==> config.mk <==
export PLATFORM = sky130hd
export DESIGN_NAME = sine_maker
export DESIGN_NICKNAME = d
export VERILOG_FILES = /design/src/rtl/sine_maker_pkg.sv /design/src/rtl/sine_maker_if.sv /design/src/rtl/sine_rom.sv /design/src/rtl/sine_maker.sv
export SDC_FILE = /design/constraint.sdc
export NUM_CORES = 1
export LEC_CHECK = 0
export BUFFER_PORTS_ARGS = -buffer_cell sky130_fd_sc_hd__buf_4
export CAP_MARGIN = 10
export CORE_ASPECT_RATIO = 1.1
export CORE_UTILIZATION = 60
export DETAILED_ROUTE_END_ITERATION = 6
export PLACE_DENSITY = 0.78
export SETUP_SLACK_MARGIN = 0.2
export SYNTH_ARGS = -nofsm -noshare
export SYNTH_HDL_FRONTEND = slang
export SYNTH_SLANG_ARGS = --single-unit
==> constraint.sdc <==
create_clock -name Clk -period 4.1 [get_ports Clk]
set_input_delay 0 -clock Clk [delete_from_list [all_inputs] [get_ports Clk]]
set_output_delay 0 -clock Clk [all_outputs]
set_load 0.005 [all_outputs]
==> src/rtl/sine_maker_pkg.sv <==
// Shared constants for the sine generator:
// widths, midscale and the quarter-wave table.
package sine_maker_pkg;

    localparam int PHASE_W = 8;
    localparam int DATA_W  = 8;
    localparam logic [7:0] MID = 8'd128;

    // round(127*sin(2*pi*i/256)), i = 0..64
    localparam logic [6:0] QTAB [0:64] = '{
        7'd0,   7'd3,   7'd6,   7'd9,
        7'd12,  7'd16,  7'd19,  7'd22,
        7'd25,  7'd28,  7'd31,  7'd34,
        7'd37,  7'd40,  7'd43,  7'd46,
        7'd49,  7'd51,  7'd54,  7'd57,
        7'd60,  7'd63,  7'd65,  7'd68,
        7'd71,  7'd73,  7'd76,  7'd78,
        7'd81,  7'd83,  7'd85,  7'd88,
        7'd90,  7'd92,  7'd94,  7'd96,
        7'd98,  7'd100, 7'd102, 7'd104,
        7'd106, 7'd107, 7'd109, 7'd111,
        7'd112, 7'd113, 7'd115, 7'd116,
        7'd117, 7'd118, 7'd120, 7'd121,
        7'd122, 7'd122, 7'd123, 7'd124,
        7'd125, 7'd125, 7'd126, 7'd126,
        7'd126, 7'd127, 7'd127, 7'd127,
        7'd127
    };

endpackage

==> src/rtl/sine_maker_if.sv <==
// Phase-index to sample lookup bus between the
// phase register and the sine table.
interface sine_maker_if;

    logic [7:0] idx;
    logic [7:0] sample;

    modport master (output idx, input sample);
    modport slave  (input idx, output sample);

endinterface

==> src/rtl/sine_rom.sv <==
// Combinational sine lookup: folds the 8-bit phase
// into a quarter-wave index and applies sign/offset.
module sine_rom
    import sine_maker_pkg::*;
(
    sine_maker_if.slave bus
);

    logic [1:0] quad;
    logic [5:0] r;
    logic [6:0] qi;
    logic [6:0] qv;

    always_comb begin
        quad = bus.idx[7:6];
        r    = bus.idx[5:0];
        // odd quadrants run the table backwards
        if (quad[0])
            qi = 7'd64 - {1'b0, r};
        else
            qi = {1'b0, r};
        qv = QTAB[qi];
    end

    assign bus.sample = quad[1] ? (MID - {1'b0, qv})
                                : (MID + {1'b0, qv});

endmodule

==> src/rtl/sine_maker.sv <==
// Free-running sine generator: phase accumulator
// plus registered sample output.
module sine_maker
    import sine_maker_pkg::*;
#(
    parameter int STEP   = 1,
    parameter int DATA_W = 8
) (
    input  logic              Clk,
    input  logic              Rst,
    output logic [DATA_W-1:0] data
);

    logic [PHASE_W-1:0] p;
    sine_maker_if       rom_bus ();

    assign rom_bus.idx = p;

    sine_rom u_rom (
        .bus (rom_bus)
    );

    always_ff @(posedge Clk) begin
        if (Rst) begin
            p    <= '0;
            data <= MID;
        end else begin
            p    <= p + PHASE_W'(STEP);
            data <= rom_bus.sample;
        end
    end

endmodule

# [After elaboration in Yosys (flattened, before gate mapping)]
# Memories as Yosys holds them, arrays and structs flattened.
# Cells that the tools add are included.
[classes] add_sub_neg=4 mul=0 div=0 order_cmp=1 eq_ne=0 n_shift=0 n_mux=4 bitwise=1 reduce_logical=0
[ops] cell="two-way mux 7 bit" n=3
[ops] cell="adder 8 x 1 -> 8 bit (second input constant)" n=1
[ops] cell="adder 8 x 7 -> 8 bit (first input constant)" n=1
[ops] cell="greater-or-equal comparator 8 bit (second input constant)" n=1
[ops] cell="two-way mux 8 bit" n=1
[ops] cell="NOT 7 -> 8 bit" n=1
[ops] cell="subtractor 8 x 7 -> 8 bit (first input constant)" n=1
[ops] cell="subtractor 7 x 6 -> 7 bit (first input constant)" n=1
[word_totals] reg_bits=16 latch_bits=0 ramBits=0 romBits=896 in_bits=2 out_inout_bits=8 wordCells=13 n_memories=1
[memory_table] memory="(name not given)" words=128 word_bits=7 rd=1 rd_clocked_by_memory_dff=0 wr=0 line="sine_rom.sv:22" source="qv = QTAB[qi];"

# [Logic depth before layout (Yosys ltp)]
[logic_depth] ltp_word=8 depth_mapped=17 depth_no_buf=15

# [By module]
# From an unflattened synthesis, not the netlist that was laid out.
[hier_totals] hier_cells=254 area_unflattened_um2=1988.2
[by_module_without_submodules] module="sine_rom" n_inst=1 cells_per_inst=205 area_each_um2=1473.9
[by_module_without_submodules] module="sine_maker" n_inst=1 cells_per_inst=49 area_each_um2=514.2

# [Least setup slack after synthesis]
# Ideal clock, no wire load.
[synth_timing] kind="reg-to-reg" start="register p[0]" end="register data[6]" setup_time_ps=128 arrival_ps=3206 t_required_ps=3972 slack_ps=766 stages_incl_launch_ff=18 n_path_buf=2 cell_sequence="dfxtp_1 > inv_1 > ha_1 > nand2_1 > o21ai_1 > ha_1 > clkbuf_1 > mux2i_1 > a21oi_1 > nor2_1 > o21ai_0 > nand4_1 > and3_1 > clkbuf_1 > ha_1 > a41oi_1 > xor2_1 > nor2_1"
[synth_between] elab_chain_cells=8
[synth_rtl] element="from (decl)" line="sine_maker.sv:14" source="logic [PHASE_W-1:0] p;"
[synth_rtl] element="from (signal assigned)" line="sine_maker.sv:28" source="p <= p + PHASE_W'(STEP);"
[synth_rtl] element="subtractor 7 x 6 -> 7 bit" line="sine_rom.sv:19" source="qi = 7'd64 - {1'b0, r};"
[synth_rtl] element="two-way mux 7 bit (*)" line="sine_rom.sv:18" source="if (quad[0])"
[synth_rtl] element="NOT 7 -> 8 bit (implied by the code) (*)" line="sine_rom.sv:22"
[synth_rtl] element="memory read (128 x 7 bit) (*)"
[synth_rtl] element="two-way mux 7 bit (implied by the code) (*) (2 in a row)" line="sine_rom.sv:22"
[synth_rtl] element="adder 8 x 7 -> 8 bit or subtractor 8 x 7 -> 8 bit (tied branches)" line="sine_rom.sv:26, sine_rom.sv:25"
[synth_rtl] element="two-way mux 8 bit (*)" line="sine_rom.sv:25" source="assign bus.sample = quad[1] ? (MID - {1'b0, qv})"
[synth_rtl] element="to (signal assigned)" line="sine_maker.sv:29" source="data <= rom_bus.sample;"
[synth_rtl] element="to (decl)" line="sine_maker.sv:11" source="output logic [DATA_W-1:0] data"
# Every way passes the cells marked *; elsewhere a longest branch is shown, timed or not. The select of a mux whose other input is x is not followed.
# A chain may end at the register's enable or synchronous reset.

# [Final worst setup path]
[layout_timing] start="register p[1]" end="register data[6]"
# The elaborated chain is that of the path after synthesis.

==> impl_metrics.ini <==
[outcome]
outcome = complete, no violations

[pwr]
power.density_nw_per_um2 = 223
swShare_pct = 33.7
p_leak_nw = 0.629
seq_power_share_pct = 43.7
power_frac_comb_pct = 35.5
p_int_mw = 0.252
ir_drop_v = 0.000279
net-switching-power_mw = 0.128
pwr-share-clk_pct = 20.8

[critical_path]
required_ps = 4280
cp_cell_sequence = inv_1, ha_1, nand2_1, o21ai_1, buf_4, ha_1, inv_1, mux4_2, nor3_1, a311oi_1, and3_1, ha_1, a41oi_1, xor2_1, nor2_1
max_stage_delay_ps = 490
cp_common_cell = ha_1
critPathBufInv = 3
cp_slowest_cell = dfxtp_1
end_kind = flop
cp_max_fo = 7
cpLargestDelayFamily = adder cells
crit_type = flop to flop
crit_path_start_kind = flop
cp.arrival_ps = 3580

[cts]
clock_latency_ps = 280
cts-htree-levels = 1
post_cts_buffers = 0
clk_pin_slew_worst_paths_ps = 80
cts_made_buffers = 3
ctsRootBufferMaster = clkbuf_4
cts.sinks = 16
cts_tree = done
clock_path_buffers = 2

[final_layout]
multiInputGateArea_sq_um = 1140
fillerInstances = 211
diodes = 0
final_core_util_pct = 68.2
final_nets = 222
syn2layout_area_growth_pct = 8.02
register_area_sq_um = 320
drive_gt1_share_pct = 15.9
final_cell_count_no_fill = 239

[sta]
maxSlewHeadroom_pct = 53.5
rsz0062_at_grt = no
finalSetupTns_ps = 0
layout_setup_ws_ps = 701
setup_viol = 0
tightest_slew_ps = 692
finClkSkew_ps = 2.40
fin_crit_sh_pct = 82.9
hold_violations = 0
max_freq_mhz = 294
report.final.slew_viol_count = 0
final.min_clock_period_ps = 3400

[synth]
syn-cell-area_sq_um = 1580
synth_warnings = 0
syn_nets = 214
yosys-top-cells-area = dfxtp_1 20%, ha_1 7.9%, xnor2_1 6.7%
synth_largest_type_area_fraction_pct = 20.3
ys.flop_type = dfxtp_1
async_flop_share_pct = 0
ys_seq_area_share_pct = 20.3
syn_area_per_cell_sq_um = 7.80
synth_top_cell_by_area = dfxtp_1
synth.distinct_cells = 49
ys_ff_latch = 16
synth_edf_count = 0
synth_cells = 202

[global_routing]
track_usage_pct = 28.6
grt_pass1_vias = 1405
grt.overflow.total = 0
grt_max_degree = 19
grt_pass1_wl_um = 6310
grt_antenna_before_repair = 0

[routing]
drtAntennaViolNets = 0
drt_wl_total_um = 3730
drt_iter0_markers = 53
routed_via_density = 6.39
first_pass_iters = 4
vias = 1528
wl_per_cell_um = 15.6
route.detailed.drc = 0

[placed_design]
gp_congestion = 0.916
io_buffer_count = 9
dp_cells = 235
hpwl_um = 2740
dp_slack_ps = 556

[floorplan]
die_h_um = 55.7
die_area_sq_um = 2830
core_region_area_sq_um = 2500
io_pins = 10
rows = 19
initial_core_util_pct = 63.1
die_w_um = 50.9

[job]
drv_cap = 0

[min_path]
min_path_type = flop to flop
## cells by family (layout without fill, tap and decap cells)
kind of cell / Yosys count / count (layout) / share of synthesized area [%]
simple gates: 73 / 73 / 23.6
compound gates: 56 / 56 / 26.5
buf+inv: 24 / 30 / 7.70
xor+xnor: 19 / 19 / 10.6
flops: 16 / 16 / 20.3
fa+ha+maj: 10 / 10 / 7.94
mux: 4 / 4 / 3.34
## tightest hold or removal path, delay by kind of cell (launching register included)
kind	cells	cell delay (ps)
AO/OA/AOI/OAI	1	130
flip-flops	1	340
AND/OR/NAND/NOR	1	50
## cell usage after synthesis (2+ instances only)
master and instances:
buf_4 2, clkbuf_1 6, nand2b_1 5, o21ai_0 8, ha_1 10, o22ai_1 3, a21oi_1 12, inv_1 7
nor3_1 13, xnor2_1 12, or3_1 2, a31oi_1 2, nor2_1 24, buf_6 2, buf_2 7, or4_4 2
a41oi_1 2, mux2i_1 3, a21boi_0 2, and3_1 2, nand3_1 6, o211ai_1 2, dfxtp_1 16, a211oi_1 5
o31ai_1 2, xor2_1 7, nand2_1 11, a2111oi_0 4, a211o_1 2, a211oi_2 2
## metal layers
metal	GRT usage, %	share of wire [%]
met5	0	0
met4	6.75	1.1
met3	6.83	5.1
met2	48.0	49
met1	36.5	44
## flip-flops by register name (all words and copies together), names as in the netlist
signal and cells:
data 8, p 8
## stage by stage
stage	area, sq um	power (mW)	hold slack, ps
floorplan	1580	0.267	71.6
global placement	1660	0.296	288
detailed placement	1660	0.300	293
CTS	1690	0.379	536
global route	1700	0.402	593
finish	1700	0.380	555
## cell usage in the layout (no fill, tap or decap), types with 2 or more instances in the layout
| master | n |
|---|---|
| nor2_1 | 24 |
| mux2i_1 | 3 |
| a211oi_1 | 5 |
| or4_4 | 2 |
| xor2_1 | 7 |
| a211oi_2 | 2 |
| a41oi_1 | 2 |
| a31oi_1 | 2 |
| clkbuf_4 | 3 |
| ha_1 | 10 |
| a2111oi_0 | 4 |
| dfxtp_1 | 16 |
| nand2_1 | 11 |
| buf_4 | 19 |
| a21boi_0 | 2 |
| nor3_1 | 13 |
| o31ai_1 | 2 |
| nand3_1 | 6 |
| o211ai_1 | 2 |
| xnor2_1 | 11 |
| o22ai_1 | 3 |
| a21oi_1 | 12 |
| and3_1 | 2 |
| o21ai_0 | 8 |
| a211o_1 | 2 |
| inv_1 | 7 |
| nand2b_1 | 5 |
| or3_1 | 2 |
## final timing paths
check                                     start                 end  slack, ps  cells after the start
worst max register to register  p[1]$_SDFF_PP0_  data[6]$_SDFF_PP0_        700                     15
worst min register to register  p[7]$_SDFF_PP0_  data[1]$_SDFF_PP0_        560                      2
worst min-delay path            p[7]$_SDFF_PP0_  data[1]$_SDFF_PP0_        560                      2
worst max-delay path            p[1]$_SDFF_PP0_  data[6]$_SDFF_PP0_        700                     15
## layout make-up
type	instances	share of cell area, %
multi-input combinational	162	67.1
tap	31	2.28
clock buffer	3	1.32
inverter	7	1.54
sequential	16	18.8
timing repair buffer	20	8.97
## power groups by stage
stage	combinational [mW]	sequential, mW	clock [mW]
6_report	0.135	0.166	0.0791
3_3_place_gp	0.126	0.169	0
4_1_cts	0.132	0.166	0.0809
5_1_grt	0.147	0.167	0.0884
3_5_place_dp	0.130	0.170	0
2_1_floorplan	0.0960	0.171	0
## timing repair
action	4_1_cts	5_1_grt
resized for setup	0	1
endpoints found under the hold margin	13	0
hold buffers	1	0
endpoints found under the setup margin	0	4
Note: power is estimated with default switching activity, not from simulation.
